--- config.mk ---
export PLATFORM = sky130hd
export DESIGN_NAME = pc_sequencer
export DESIGN_NICKNAME = d
export VERILOG_FILES = /design/src/rtl/pc_sequencer_pkg.sv /design/src/rtl/pc_sequencer_ret_stack.sv /design/src/rtl/pc_sequencer.sv
export SDC_FILE = /design/constraint.sdc
export NUM_CORES = 1
export LEC_CHECK = 0
export ABC_AREA = 1
export CELL_PAD_IN_SITES_DETAIL_PLACEMENT = 1
export CELL_PAD_IN_SITES_GLOBAL_PLACEMENT = 1
export CORE_UTILIZATION = 41
export DETAILED_ROUTE_END_ITERATION = 8
export PLACE_DENSITY_LB_ADDON = 0.1
export SETUP_SLACK_MARGIN = 0.3
export SYNTH_ARGS = -nofsm -noshare
export SYNTH_HDL_FRONTEND = slang
export SYNTH_SLANG_ARGS = --single-unit
--- constraint.sdc ---
create_clock -name clk -period 3.4 [get_ports clk]
set_clock_uncertainty 0.1 [all_clocks]
set_input_delay 0.34 -clock clk [delete_from_list [all_inputs] [get_ports clk]]
set_output_delay 0.34 -clock clk [all_outputs]
set_load 0.01 [all_outputs]
--- src/rtl/pc_sequencer_pkg.sv ---
// Shared definitions for the PC sequencer: address width, default return-stack depth, op encodings.
package pc_sequencer_pkg;

  localparam int ADDR_W      = 12;
  localparam int STACK_DEPTH = 8;

  typedef enum logic [2:0] {
    OP_INC    = 3'd0,
    OP_BRANCH = 3'd1,
    OP_JUMP   = 3'd2,
    OP_JSB    = 3'd3,
    OP_RET    = 3'd4
  } op_e;

endpackage

--- src/rtl/pc_sequencer_ret_stack.sv ---
// Circular return-address stack; push overwrites the oldest entry when full, pop on empty is ignored.
// Updates at the clock edge; top_o is combinational from the stored entries.
module ret_stack #(
  parameter int DEPTH = 8,
  parameter int W     = 12
) (
  input  logic                   clk,
  input  logic                   rst,
  input  logic                   push_i,
  input  logic                   pop_i,
  input  logic [W-1:0]           push_dat_i,
  output logic [W-1:0]           top_o,
  output logic [$clog2(DEPTH):0] depth_o,
  output logic                   full_o,
  output logic                   empty_o
);

  localparam int PW = $clog2(DEPTH);
  localparam logic [PW:0] FULL_CNT = (PW+1)'(DEPTH);

  logic [PW-1:0] ptr_q, ptr_d;
  logic [PW:0]   depth_q, depth_d;
  logic [W-1:0]  mem_q [DEPTH];
  logic [W-1:0]  mem_d [DEPTH];

  // ptr_q addresses the next free slot; when full it also addresses the oldest entry
  assign top_o   = mem_q[ptr_q - PW'(1)];
  assign depth_o = depth_q;
  assign full_o  = (depth_q == FULL_CNT);
  assign empty_o = (depth_q == '0);

  always_comb begin
    ptr_d   = ptr_q;
    depth_d = depth_q;
    mem_d   = mem_q;
    if (push_i) begin
      mem_d[ptr_q] = push_dat_i;
      ptr_d        = ptr_q + PW'(1);
      if (!full_o) depth_d = depth_q + (PW+1)'(1);
    end else if (pop_i && !empty_o) begin
      ptr_d   = ptr_q - PW'(1);
      depth_d = depth_q - (PW+1)'(1);
    end
  end

  always_ff @(posedge clk) begin
    if (rst) begin
      ptr_q   <= '0;
      depth_q <= '0;
      for (int i = 0; i < DEPTH; i++) mem_q[i] <= '0;
    end else begin
      ptr_q   <= ptr_d;
      depth_q <= depth_d;
      mem_q   <= mem_d;
    end
  end

endmodule

--- src/rtl/pc_sequencer.sv ---
// Next-PC selection (INC/BRANCH/JUMP/JSB/RET) with a return stack and sticky overflow/underflow flags.
// next_pc_o is zero-latency combinational; stack and flags update at the edge ending the step.
module pc_sequencer #(
  parameter int DEPTH  = pc_sequencer_pkg::STACK_DEPTH,
  parameter int ADDR_W = pc_sequencer_pkg::ADDR_W
) (
  input  logic                   clk,
  input  logic                   rst,
  input  logic                   cen,
  input  logic                   step_i,
  input  logic [2:0]             op_i,
  input  logic [ADDR_W-1:0]      pc_i,
  input  logic                   cond_i,
  input  logic [7:0]             disp_i,
  input  logic [ADDR_W-1:0]      target_i,
  output logic [ADDR_W-1:0]      next_pc_o,
  output logic                   pc_we_o,
  output logic [$clog2(DEPTH):0] depth_o,
  output logic                   ovf_o,
  output logic                   unf_o
);

  import pc_sequencer_pkg::*;

  logic [ADDR_W-1:0] inc_pc, br_pc, top;
  logic              full, empty, push, pop;
  logic              ovf_q, ovf_d, unf_q, unf_d;

  assign pc_we_o = step_i & cen & ~rst;
  assign inc_pc  = pc_i + ADDR_W'(1);
  assign br_pc   = inc_pc + {{(ADDR_W-8){disp_i[7]}}, disp_i};

  always_comb begin
    next_pc_o = inc_pc;
    push      = 1'b0;
    pop       = 1'b0;
    if (pc_we_o) begin
      case (op_i)
        OP_BRANCH: if (cond_i) next_pc_o = br_pc;
        OP_JUMP:   next_pc_o = target_i;
        OP_JSB: begin
          next_pc_o = target_i;
          push      = 1'b1;
        end
        OP_RET: begin
          next_pc_o = empty ? '0 : top;
          pop       = 1'b1;
        end
        default: ;
      endcase
    end
  end

  assign ovf_d = ovf_q | (push & full);
  assign unf_d = unf_q | (pop & empty);

  always_ff @(posedge clk) begin
    if (rst) begin
      ovf_q <= 1'b0;
      unf_q <= 1'b0;
    end else if (cen) begin
      ovf_q <= ovf_d;
      unf_q <= unf_d;
    end
  end

  assign ovf_o = ovf_q;
  assign unf_o = unf_q;

  ret_stack #(.DEPTH(DEPTH), .W(ADDR_W)) u_stack (
    .clk        (clk),
    .rst        (rst),
    .push_i     (push),
    .pop_i      (pop),
    .push_dat_i (inc_pc),
    .top_o      (top),
    .depth_o    (depth_o),
    .full_o     (full),
    .empty_o    (empty)
  );

endmodule

==> results, run 1 <==
- At the end of routability-driven placement, the weighted congestion stood at approximately 0.90.
- The data arrival time at the worst-slack endpoint is about 2600 ps.
- In the synthesized netlist the async set-or-reset flop fraction comes to 0.
- The type of the setup path with the least slack is primary input to output port.
- The worst hold margin is between 300 and 400 ps.
- The power density over cell area is 360 mW/mm2.
- The width of the die is ~120 um.
- The setup slack of the worst register-to-register path is 1230 ps.
- Derived from the worst setup path, the maximum achievable clock frequency is 326 MHz.
- The worst hold path belongs to the class primary input to register.
- The most common cell in the synthesized netlist is sky130_fd_sc_hd__o21ai_0.
- In the synthesized netlist, the number of instances is about 850.
- The number of antenna cells inserted is 0.
- When the netlist entered floorplanning its net count stood at between 900 and 1000.
- The critical path's top delay family is buffers and inverters.
- Summed over all layers, the routed wires come to roughly 22000 um.
- The flip-flop and latch count after synthesis is 105.
- The final hold violation count was 0.
- In the final routed layout, each cell accounts on average for 19.5 um.
- The run finished with clean final reports.
- The clock insertion delay at the later pin of the skew report is approximately 350 ps.
- Total power for the finished layout comes to 2.76 mW.
- Setup repair after global routing could not meet its margin everywhere.
- The via count of the first global-routing pass is approximately 6600.
- Setup violations remaining at the end of the flow were counted as 0.
- Summing all flip-flop and latch instances after layout gives 0.00210 mm2.
- The total CTS buffers is 9.
- The worst path in the final design needs a cycle of ~3100 ps, including I/O delays and setup.
- The overall die height is 122 um.
- At the pin with the least slew margin, the transition time is 798 ps.
- The mean post-synth cell area is a little under 7 um2.
- The share of synthesized area occupied by flip-flops and latches is 0.356.
- The prevailing post-synth register cell is sky130_fd_sc_hd__dfxtp_1.
- In this run the critical register-to-register path is captured at u_stack.mem_q[83]$_SDFFE_PP0P_.
- The static leakage is 3.26 nW.
- The count of unresolved DRC violations after routing is 0.
- The synthesized netlist contains 42 unique library cells.
- The total of buffers placed on input and output ports is 58.
- The filler cells instantiated in the layout total between 1500 and 2000.
- The number of max-slew violations in the final report is 0.
- The compound-cell area share of the yosys netlist is 0.299.
- The critical path goes through buf_8 > ha_4 > nand3_4 > buf_4 > xor2_1 > inv_2 > ha_4 > nand2_1 > nand2_2 > inv_1 > nand2_1 > nand2_1 > nand3_1 > o211ai_1 > a31oi_1 > dlygate4sd2_1.
- The area of the multi-input gates is around 0.0036 mm2.
- Using the TritonRoute via totals, the vias-per-cell ratio works out to roughly 5.7.
- Summed over all instances, the cell type with the most area after synthesis is sky130_fd_sc_hd__dfxtp_1.
- Of the cells placed in the final design, the portion with a size suffix greater than 1 is 0.194.
- The required time at the endpoint of the critical path is 2960 ps.
- For this run, the share of the core covered by cells in the final layout is 0.548.
- Across the VDD grid, the largest voltage drop is between 0.0002 and 0.0003 V.
- The core area is roughly 0.014 mm2.
- The worst-case setup slack after placement is -639 ps.
- The critical register-to-register path startpoint is u_stack.ptr_q[0]$_SDFFE_PP0P_.
- The Yosys warning count is 0.
- For this block, the initial DRC count from the detailed router was about 540.
- For this configuration, the core starts out at a cell density of 0.423.
- The detail route stage leaves a number of antenna-violating nets equal to 0.
- The pre-antenna-repair detailed-routing pass consisted of 5 iterations.
- The CTS tree is done.
- The library cell appearing most often on the critical path is sky130_fd_sc_hd__nand2_1.
- The number of buffers and inverters on the critical path is 5.
- The total overflow left after global routing is 0.
- Summing over every cut layer, the via total after detailed routing is around 6400.
- Row generation in the floorplan step produced between 40 and 50 rows.
- Measured against its own limit, the worst slew margin works out to 0.468.
- The number of cells on the worst reg-to-reg path is 9.
- The area share of the largest cell type after synthesis is 0.356.
- On the worst path, the slowest cell contributes a delay of around 300 ps.
- The number of cells on the worst hold path is 4.
- The minimum setup slack in the final design is between 300 and 400 ps.
- The post-synth design cell area is between 0.005 and 0.006 mm2.
- The tool flagged a number of max-cap violations equal to 0.
- The deepest level of the CTS H-tree is 3.
- The simple-gate share of the synthesized area is 0.182.
- Across every metal layer, demand over resource in global routing totals 0.302.
- The largest net degree at the start of global routing is 93.
- Of the total synthesized cell area, the portion taken by XOR and XNOR cells is 0.0188.
- The worst setup path is launched from a primary input.
- The die covers ~0.015 mm2.
- In the finished design, the share of the clock period the worst path needs comes to 0.903.
- Yosys attributes the largest share of cell area to sky130_fd_sc_hd__dfxtp_1, sky130_fd_sc_hd__o21ai_0, sky130_fd_sc_hd__a21oi_1.
- The master cell of the clock root buffer is sky130_fd_sc_hd__clkbuf_16.
- Among all stages on the critical path, the largest delay is contributed by sky130_fd_sc_hd__ha_4.
- At the end of the flow, the number of nets in the layout was about 1000.
- The largest family of logic cells by synthesized area is compound AO/OA/AOI/OAI gates.
- The final instance area is 0.00767 mm2.
- The commonest cells after synthesis are sky130_fd_sc_hd__o21ai_0, sky130_fd_sc_hd__a21oi_1, sky130_fd_sc_hd__dfxtp_1.
- Clock tree synthesis found a total of 105 sinks.
- In this run the cell area measured after placement is 0.00692 mm2.
- Of the total synthesized cell area, the portion taken by full adders, half adders and majority gates is 0.0449.
- In this run the count of I/O pins placed on the die edge is 59.
- The clock tree buffer depth is 2.
- The start point of the worst min-delay path is pc_i[0].
- The quantity of hold-fixing buffers added after cts is 0.
- The initial antenna violation count came to 0.
- The wire length of the first global-routing pass is about 34000 um.
- Relative to the synthesized area, the layout overhead comes to 29.8%.
- Clock-pin slew was measured on the worst setup and hold paths at 70 ps.
- The capture endpoint of the worst hold path is u_stack.mem_q[48]$_SDFFE_PP0P_.
- The endpoint class of the critical path is an output port.
- In this run the worst path has a maximum fanout of 3.
- The HPWL after detailed placement is around 15000 um.
- After synthesis, the share of cell area in mux cells is 0.
- The number of enable-type register cells in the synthesized netlist is 0.
area by class of cell:
cell class | instances | area share
Multi-Input combinational cell | 603 | 0.466
Clock buffer | 11 | 0.0316
Tap cell | 180 | 0.0294
Clock inverter | 5 | 0.00506
Inverter | 92 | 0.0457
Timing Repair Buffer | 126 | 0.148
Sequential cell | 105 | 0.274
what timing repair did:
action                     CTS  global route
hold endpoints to repair     0             0
gates cloned                 1             0
setup endpoints to repair   12            11
resized for setup          102            35
buffers inserted             5             6
pin swaps                   23            21
worst max-delay path by stage:
stage | startpoint | end | slack (ps) | cells past startpoint
floorplan | pc_i[0] | next_pc_o[11] | 350 | 15
detailed placement | pc_i[0] | next_pc_o[10] | -640 | 17
finish | pc_i[0] | next_pc_o[5] | 330 | 16
global route | pc_i[0] | next_pc_o[5] | 220 | 16
global placement | pc_i[0] | next_pc_o[10] | -500 | 17
CTS | pc_i[0] | next_pc_o[11] | 320 | 21
kinds of logic after synthesis:
logic type      after synthesis
compound gates              333
xor+xnor                     11
fa+ha+maj                    20
buf+inv                     141
flops                       105
simple gates                239
placed cells by master (no fill, tap or decap), types with 3 or more instances in the layout:
cell                              synthesis  routed
sky130_fd_sc_hd__o21ai_0                155     151
sky130_fd_sc_hd__a21oi_1                127     118
sky130_fd_sc_hd__dfxtp_1                105     104
sky130_fd_sc_hd__nor2_1                  97      92
sky130_fd_sc_hd__inv_1                   80      72
sky130_fd_sc_hd__nand2_1                 83      68
sky130_fd_sc_hd__buf_4                    5      61
sky130_fd_sc_hd__clkdlybuf4s50_1          0      38
sky130_fd_sc_hd__nand3_1                 33      31
sky130_fd_sc_hd__inv_2                    9      16
sky130_fd_sc_hd__o211ai_1                14      14
sky130_fd_sc_hd__nand2_2                  2      13
sky130_fd_sc_hd__ha_4                     0      12
sky130_fd_sc_hd__o21ai_1                  8      10
sky130_fd_sc_hd__nor2_4                   9      10
sky130_fd_sc_hd__clkbuf_16                0       9
sky130_fd_sc_hd__a31oi_1                  7       7
sky130_fd_sc_hd__a21oi_2                  0       7
sky130_fd_sc_hd__o22ai_1                  7       7
sky130_fd_sc_hd__o221ai_1                 7       7
sky130_fd_sc_hd__ha_1                    18       6
sky130_fd_sc_hd__buf_2                   17       6
sky130_fd_sc_hd__dlygate4sd2_1            0       6
sky130_fd_sc_hd__nor2_2                   1       5
sky130_fd_sc_hd__nand2_4                  0       4
sky130_fd_sc_hd__nand4_1                  4       4
sky130_fd_sc_hd__xor2_1                   5       3
sky130_fd_sc_hd__xor2_2                   1       3
sky130_fd_sc_hd__a22oi_1                  3       3
sky130_fd_sc_hd__xnor2_1                  4       3
sky130_fd_sc_hd__buf_12                   0       3
sky130_fd_sc_hd__buf_6                    2       3
where the power goes:
part           total [mW]  switching (mW)  internal, mW  leakage [nW]
Sequential           1.23         0.00222          1.23         0.846
Clock                1.00           0.477         0.524         0.142
Combinational       0.528           0.293         0.235          2.27
Total                2.76           0.772          1.99          3.26
worst reg2reg max path: cells and delay by family, from the launching register on:
kind	cells	cell delay, ps
flip-flops	1	390
AND/OR/NAND/NOR	2	640
AO/OA/AOI/OAI	2	300
buffers and inverters	5	690
sequential cells by signal (all words and copies together), names as in the netlist:
name and count:
ovf_o 1, u_stack.depth_o 4, u_stack.mem_q 96, u_stack.ptr_q 3, unf_o 1
through the flow:
step | std cells | setup TNS, ps
after floorplan | 849 | 0
after global placement | 1094 | -3230
after detailed placement | 1094 | -3950
after CTS | 1116 | 0
after global routing | 1122 | 0
final | 1122 | 0
layer usage:
metal / share of wire / GRT usage / up-vias
met5: 0 / 0 / -
met4: 0.025 / 0.101 / 0
met3: 0.040 / 0.0543 / 36
met2: 0.49 / 0.509 / 142
met1: 0.45 / 0.386 / 3122
li1: - / - / 3059
Power figures use the tool's default switching activity.
==> run 2, diff against run 1 <==
--- a/config.mk
+++ b/config.mk
@@ -10,7 +10,9 @@
 export CELL_PAD_IN_SITES_GLOBAL_PLACEMENT = 1
 export CORE_UTILIZATION = 41
 export DETAILED_ROUTE_END_ITERATION = 8
+export GPL_ROUTABILITY_DRIVEN = 0
 export PLACE_DENSITY_LB_ADDON = 0.1
+export RECOVER_POWER = 100
 export SETUP_SLACK_MARGIN = 0.3
 export SYNTH_ARGS = -nofsm -noshare
 export SYNTH_HDL_FRONTEND = slang
==> run 2 against run 1 <==
Utilization is 0.22 points higher. Count of clock-buffer cells in the layout is 1 lower. Sequential share of layout area is 0.13 points lower. Global-route usage is 0.47 points lower. Worst setup slack worse by 110 ps. Combinational power is 4.5% higher. Sequential cell count stayed put. Critical path depth is 6 lower. Wire length is 2.0% higher. First-iteration DRC count is 23% lower.
==> results, run 2 (synthesized netlist as in run 1, its figures left out) <==
- The flow ran to the end, and the final reports show no timing, DRC or antenna violations.
- The count of unresolved DRC violations after routing is 0.
- Summed over all nets, the switching power comes to between 0.8 and 0.9 mW.
- The startpoint identified for the worst register-to-register timing path is u_stack.ptr_q[0]$_SDFFE_PP0P_.
- In the global route stage, overall resource usage came out at 0.297.
- Summing over every cut layer, the via total after detailed routing is between 6000 and 7000.
- Once detailed placement completed, the half-perimeter wirelength came to roughly 15000 um.
- The count of pins on the block boundary is slightly below 60.
- The largest net degree at the start of global routing is slightly above 90.
- The cell-internal power is about 2.1 mW.
- The routed design could run at a clock period as short as 3180 ps.
- The CTS tree is done.
- Based on the critical path, the design can be clocked at up to 314 MHz.
- The number of antenna cells inserted is 0.
- Leaving out fill and tap cells, the most frequent cell in the layout is sky130_fd_sc_hd__o21ai_0.
- Of the available clock period, the critical path in the final layout requires 0.935.
- In the final layout, the multi-input gates occupy 0.00357 mm2.
- Across the VDD grid, the largest voltage drop is between 0.0002 and 0.0003 V.
- The worst register-to-register path ends at u_stack.mem_q[57]$_SDFFE_PP0P_.
- The number of optimization iterations in the first detailed-route pass is 5.
- The register with the most flip-flops in the layout has 96 of them.
- The post-detailed-route wirelength per cell is between 15 and 20 um.
- Of the total power, the share spent switching nets is 0.282.
- Of the total power, the clock network draws 0.376.
- The longest clock path from root to sink contains 2 buffers.
- After the flow finishes, the layout carries non-filler instances totaling 1130.
- The quantity of hold-fixing buffers added after cts is 0.
- Traced cell by cell, the critical path runs through inv_1 > ha_1 > bufbuf_16 > o21ai_0 > o22ai_1 > nor2_1 > o21ai_0 > o21ai_0 > inv_1 > buf_2.
- The via count of the first global-routing pass is 6445.
- The tightest min-delay check is of the primary input to register type.
- The deepest level of the CTS H-tree is 3.
- The filler cells instantiated in the layout total 1792.
- The count of buffers added on input and output ports is 58.
- The highest net fanout along the worst path is 16.
- The final hold violation count is 0.
- Once layout is done, the placed cells without fillers occupy between 0.007 and 0.008 mm2.
- In the layout the commonest cells are sky130_fd_sc_hd__o21ai_0, sky130_fd_sc_hd__a21oi_1, sky130_fd_sc_hd__dfxtp_1.
- The data arrival time at the worst-slack endpoint is ~2700 ps.
- The core area is roughly 0.014 mm2.
- The wire length of the first global-routing pass is ~34000 um.
- The count of nets left with antenna violations once routing finished came out at 0.
- The cell type of the slowest stage on the worst timing path is sky130_fd_sc_hd__dfxtp_1.
- The reported max-cap violation count is 0.
- The net total in the final layout is approximately 1000.
- At the worst endpoint, the required time is 2960 ps.
- The tree built by TritonCTS fans out to roughly 110 sinks.
- After the first detailed-routing iteration, the DRC count stood at between 400 and 500.
- The width of the die is between 100 and 150 um.
- The launching instance or port of the critical path is u_stack.ptr_q[1]$_SDFFE_PP0P_.
- The type of the setup path with the least slack is register to output port.
- For this block, the routed nets add up to roughly 22000 um of wire.
- The type of element launching the critical path is a register.
- For this design the static power due to leakage is around 3.3 nW.
- Measured against its own limit, the worst slew margin works out to 0.281.
- The total CTS buffers is 9.
- The cell area after placement is 0.00698 mm2.
- The number of max-slew violations in the final report is 0.
- In this run the worst setup path terminates at next_pc_o[7].
- The slew of the pin with the lowest slew margin is around 1100 ps.
- The total placed cells including tap cells is ~1100.
- The synthesis-to-layout area growth is 30.3%.
- The proportion of power drawn by flip-flops and latches is 0.431.
- In this run the core area contains 43 standard-cell rows.
- Setup repair after global routing left no endpoint under its margin.
- The ratio of cells with drive above 1 in the final layout is 0.200.
- Clock latency on the worst-skew pair, taken at its later pin, is 350 ps.
- By instance count, the cell type seen most on the critical path is sky130_fd_sc_hd__o21ai_0.
- The floorplan step defined a die boundary enclosing about 0.015 mm2.
- After global routing the overflow that remains totals 0.
- The worst register-to-register path has a setup slack of between 1000 and 1500 ps.
- The worst register-to-register path has a depth of 8.
- The clock transition at the registers of the reported paths is roughly 80 ps.
- From bottom edge to top edge, the die measures ~120 um.
- The register bank with the most flops is u_stack.mem_q.
- The endpoint class of the critical path is an output port.
- Using the TritonRoute via totals, the vias-per-cell ratio works out to around 5.7.
- The initial antenna violation count is 0.
- The storage element area is 0.00210 mm2.
- The combinational share of power is 0.193.
- Dividing total power by cell area gives a power density of 371 mW/mm2.
- In this design, the stage delay of the slowest critical-path cell is between 400 and 500 ps.
- For this configuration, the core starts out at a cell density of 0.423.
- The master cell of the clock root buffer is sky130_fd_sc_hd__clkbuf_16.
- Setup violations remaining at the end of the flow were counted as 0.
## run 2: cell types whose count changed in the layout (fill, tap and decap cells not counted), sizes merged
cell	change
clkdlybuf4s50	-9
dlygate4sd3	+8
buf	+7
clkbuf	+2
bufinv	+1
clkdlybuf4s15	-1
clkdlybuf4s25	+1
clkinv	-1
clkinvlp	+1
dlygate4sd2	-1
## run 2: worst min path at each step
stage,depth (start not counted),to,from,slack (ps)
4_1_cts,2,unf_o$_SDFFE_PP0P_,unf_o$_SDFFE_PP0P_,380
3_3_place_gp,2,u_stack.mem_q[13]$_SDFFE_PP0P_,u_stack.mem_q[13]$_SDFFE_PP0P_,340
3_5_place_dp,2,unf_o$_SDFFE_PP0P_,unf_o$_SDFFE_PP0P_,360
5_1_grt,4,u_stack.mem_q[48]$_SDFFE_PP0P_,pc_i[0],380
2_1_floorplan,2,u_stack.mem_q[13]$_SDFFE_PP0P_,u_stack.mem_q[13]$_SDFFE_PP0P_,330
6_report,4,u_stack.mem_q[48]$_SDFFE_PP0P_,pc_i[0],370
## run 2: timing repair
item | CTS | global route
setup endpoints to repair | 12 | 9
gates cloned | 1 | 0
buffers inserted | 7 | 5
gates resized for setup | 98 | 47
pin swaps | 31 | 24
## run 2: power groups by stage
stage	clock network [mW]	registers, mW	logic (mW)
2_1_floorplan	0	1.26	0.212
3_3_place_gp	0	1.26	0.428
3_5_place_dp	0	1.26	0.446
4_1_cts	1.09	1.23	0.499
5_1_grt	1.14	1.23	0.589
6_report	1.08	1.23	0.552
## run 2: layout make-up
cell class / count / area share
sequential: 105 / 0.273
clock inverter: 6 / 0.00975
tap: 180 / 0.0292
multi-input combinational: 603 / 0.463
timing repair buffer: 134 / 0.150
clock buffer: 10 / 0.0297
inverter: 92 / 0.0452
## run 2: worst max-delay path, delay by kind of cell (launching register included)
kind                     cells  cell delay [ps]
AND/OR/NAND/NOR              1               70
flip-flops                   1              440
buffers and inverters        4              650
AO/OA/AOI/OAI                4              810
adder cells (fa/ha/maj)      1              430
## run 2: routing by layer
layer / vias to the layer above / part of all wire / GRT usage
li1: 3070 / - / -
met1: 3182 / 0.43 / 0.370
met2: 171 / 0.49 / 0.511
met3: 52 / 0.043 / 0.0459
met4: 0 / 0.036 / 0.120
met5: - / 0 / 0
## run 2: stage by stage
step | util | TNS, ps | hold slack (ps) | total power, mW | setup WS [ps]
6_report | 0.551 | 0 | 365 | 2.86 | 219
3_5_place_dp | 0.499 | -4700 | 360 | 1.71 | -740
2_1_floorplan | - | 0 | 330 | 1.47 | 355
5_1_grt | 0.551 | 0 | 378 | 2.96 | 133
3_3_place_gp | 0.499 | -3280 | 341 | 1.69 | -478
4_1_cts | 0.544 | 0 | 377 | 2.83 | 177
==> run 3, diff against run 2 <==
--- a/config.mk
+++ b/config.mk
@@ -8,11 +8,10 @@
 export ABC_AREA = 1
 export CELL_PAD_IN_SITES_DETAIL_PLACEMENT = 1
 export CELL_PAD_IN_SITES_GLOBAL_PLACEMENT = 1
-export CORE_UTILIZATION = 41
+export CORE_UTILIZATION = 45
 export DETAILED_ROUTE_END_ITERATION = 8
 export GPL_ROUTABILITY_DRIVEN = 0
 export PLACE_DENSITY_LB_ADDON = 0.1
-export RECOVER_POWER = 100
 export SETUP_SLACK_MARGIN = 0.3
 export SYNTH_ARGS = -nofsm -noshare
 export SYNTH_HDL_FRONTEND = slang
==> constraint.sdc (replaced) <==
create_clock -name clk -period 3.8 [get_ports clk]
set_clock_uncertainty 0.1 [all_clocks]
set_input_delay 0.38 -clock clk [delete_from_list [all_inputs] [get_ports clk]]
set_output_delay 0.38 -clock clk [all_outputs]
set_load 0.01 [all_outputs]
==> run 3 against run 2 <==
Count of clock-buffer cells in the layout grew 1. Register-to-register slack improved by 550 ps. Power shrank 7.8%. Sequential cell count unchanged. Via count increased by 1.2%. Final area decreased by 2.5%. Critical endpoint is now next_pc_o[8]. Largest cell class unchanged.
==> results, run 3 (synthesized netlist as in run 1, its figures left out) <==
- The quantity of hold-fixing buffers added after cts is 0.
- The total global routing track utilization is 0.328.
- Hold is met by 366 ps.
- The start point of the worst min-delay path is u_stack.mem_q[13]$_SDFFE_PP0P_.
- The normalized max-slew margin is 0.454.
- The run finished with clean final reports.
- The shortest period the worst path allows is roughly 3500 ps.
- In this run the horizontal extent of the chip is 117 um.
- The power density over cell area is 351 mW/mm2.
- Dividing the detail-routed wire length by the instance count gives approximately 20 um.
- The average via count per standard cell is 5.94.
- In this run the count of I/O pins placed on the die edge is around 60.
- The worst-case setup slack after placement is -258 ps.
- In this run the deepest clock path goes through 2 buffers.
- The region available for standard cell placement spans 0.0127 mm2.
- The top achievable clock speed is approximately 290 MHz.
- The type of the worst min-delay path is register to register.
- The count of buffers added on input and output ports is 58.
- For this run the aggregate overflow at the end of global routing stands at 0.
- Data on the critical path is required at its endpoint by about 3300 ps.
- In the final timing run, aggregate negative setup slack is 0 ps.
- The critical register-to-register path startpoint is u_stack.depth_o[1]$_SDFFE_PP0P_.
- The master cell of the clock root buffer is sky130_fd_sc_hd__clkbuf_16.
- From synthesis to final layout, the design area changed by 27.1%.
- The final hold violation count was 0.
- The aggregate routed wire length is 22200 um.
- The number of cells on the worst reg-to-reg path is 12.
- The via count of the first global-routing pass is between 6000 and 7000.
- For the pin with the worst max-slew slack, the measured transition is 820 ps.
- The register bank with the most flops is u_stack.mem_q.
- The highest net fanout along the worst path is 4.
- The minimum setup slack in the final design is roughly 330 ps.
- The number of antenna cells inserted is 0.
- Measured along the y axis, the die boundary spans about 120 um.
- The number of optimization iterations in the first detailed-route pass is 5.
- The reported max-cap violation count is 0.
- STA classifies the critical path startpoint as a primary input.
- After clock tree synthesis, the clock-pin slew on the worst setup and hold paths is ~70 ps.
- The leading cell type in the layout, fill and taps excluded is sky130_fd_sc_hd__o21ai_0.
- Buffers inserted during clock tree synthesis total 9.
- Across the VDD grid, the largest voltage drop is roughly 0.00028 V.
- The number of max-slew violations in the final report is 0.
- The static leakage is 3.22 nW.
- The area enclosed by the die boundary is roughly 0.014 mm2.
- The clock insertion delay at the later pin of the skew report is between 300 and 400 ps.
- The deepest level of the CTS H-tree is 3.
- The total number of clock tree sinks is approximately 110.
- The register with the most flip-flops in the layout has 96 of them.
- Setup violations remaining at the end of the flow were counted as 0.
- The number of routed nets with antenna violations is 0.
- The net total in the final layout is between 900 and 1000.
- The launching instance or port of the critical path is pc_i[6].
- Entering global routing, the biggest net connects 93 pins.
- In the finished design, the share of the clock period the worst path needs comes to 0.912.
- The type of the setup path with the least slack is primary input to output port.
- The top cell types in the final layout, fill and taps aside, are sky130_fd_sc_hd__o21ai_0, sky130_fd_sc_hd__a21oi_1, sky130_fd_sc_hd__dfxtp_1.
- The total via count after detailed routing is 6550.
- The initial core utilization is 0.465.
- The first global-routing pass estimated between 30000 and 40000 um of wire.
- STA classifies the critical path endpoint as an output port.
- The number of cells on the worst hold path is 2.
- The row count is 41.
- After the first detailed-routing iteration, the DRC count stood at 412.
- The ratio of cells with drive above 1 in the final layout is 0.167.
- The detailed placement HPWL is approximately 15000 um.
- Data arrives at the worst endpoint at ~3000 ps.
- Setup repair after global routing could not meet its margin everywhere.
- TritonCTS built the clock tree.
- The initial antenna violation count is 0.
- The count of unresolved DRC violations after routing is 0.
==> run 3: layout make-up <==
class	instances	area, um2
Multi-Input combinational cell	603	3470
Timing Repair Buffer	115	1020
Clock inverter	4	98.8
Clock buffer	11	253
Inverter	92	354
Fill cell	1639	5210
Sequential cell	105	2100
Tap cell	172	215
==> run 3: stage by stage <==
stage	utilization	cell area, um2	total power [mW]	std cells
floorplan	-	5910	1.32	849
global placement	0.539	6860	1.50	1080
detailed placement	0.539	6860	1.51	1080
CTS	0.579	7360	2.61	1097
global route	0.591	7510	2.72	1102
finish	0.591	7510	2.64	1102
==> run 3: final timing paths <==
| check | endpoint | slack [ps] |
|---|---|---|
| worst max-delay path | next_pc_o[8] | 330 |
| worst min register to register | u_stack.mem_q[13]$_SDFFE_PP0P_ | 370 |
| worst max register to register | u_stack.depth_o[2]$_SDFFE_PP0P_ | 1590 |
| worst min-delay path | u_stack.mem_q[13]$_SDFFE_PP0P_ | 370 |
==> run 3: critical path, stage by stage <==
cell and delay [ps]:
sky130_fd_sc_hd__clkdlybuf4s50_1 540, sky130_fd_sc_hd__nand2_1 90, sky130_fd_sc_hd__nor2_2 140, sky130_fd_sc_hd__nand2_2 130, sky130_fd_sc_hd__xnor2_4 180, sky130_fd_sc_hd__ha_4 310
sky130_fd_sc_hd__nand2_1 120, sky130_fd_sc_hd__nor2_1 160, sky130_fd_sc_hd__nor2_2 60, sky130_fd_sc_hd__buf_4 130, sky130_fd_sc_hd__a21oi_1 140, sky130_fd_sc_hd__o211ai_1 130
sky130_fd_sc_hd__a21oi_1 190, sky130_fd_sc_hd__dlygate4sd2_1 290
==> run 3: metal layers <==
layer	routed length (um)	GRT usage	vias to the layer above
li1	-	-	3042
met1	9130	0.386	3239
met2	11100	0.577	204
met3	1070	0.0701	65
met4	816	0.138	0
met5	0	0	-
==> run 3: timing repair <==
item / 4_1_cts / 5_1_grt
gates cloned: 0 / 0
endpoints found under the setup margin: 10 / 12
pin swaps: 10 / 14
endpoints found under the hold margin: 0 / 0
setup buffers: 2 / 5
gates resized for setup: 42 / 42
==> run 3: power by group <==
group          switching [mW]  leakage (nW)  internal [mW]
Sequential            0.00201         0.846           1.10
Combinational           0.255          2.20          0.188
Clock                   0.411         0.172          0.679
Total                   0.668          3.22           1.97
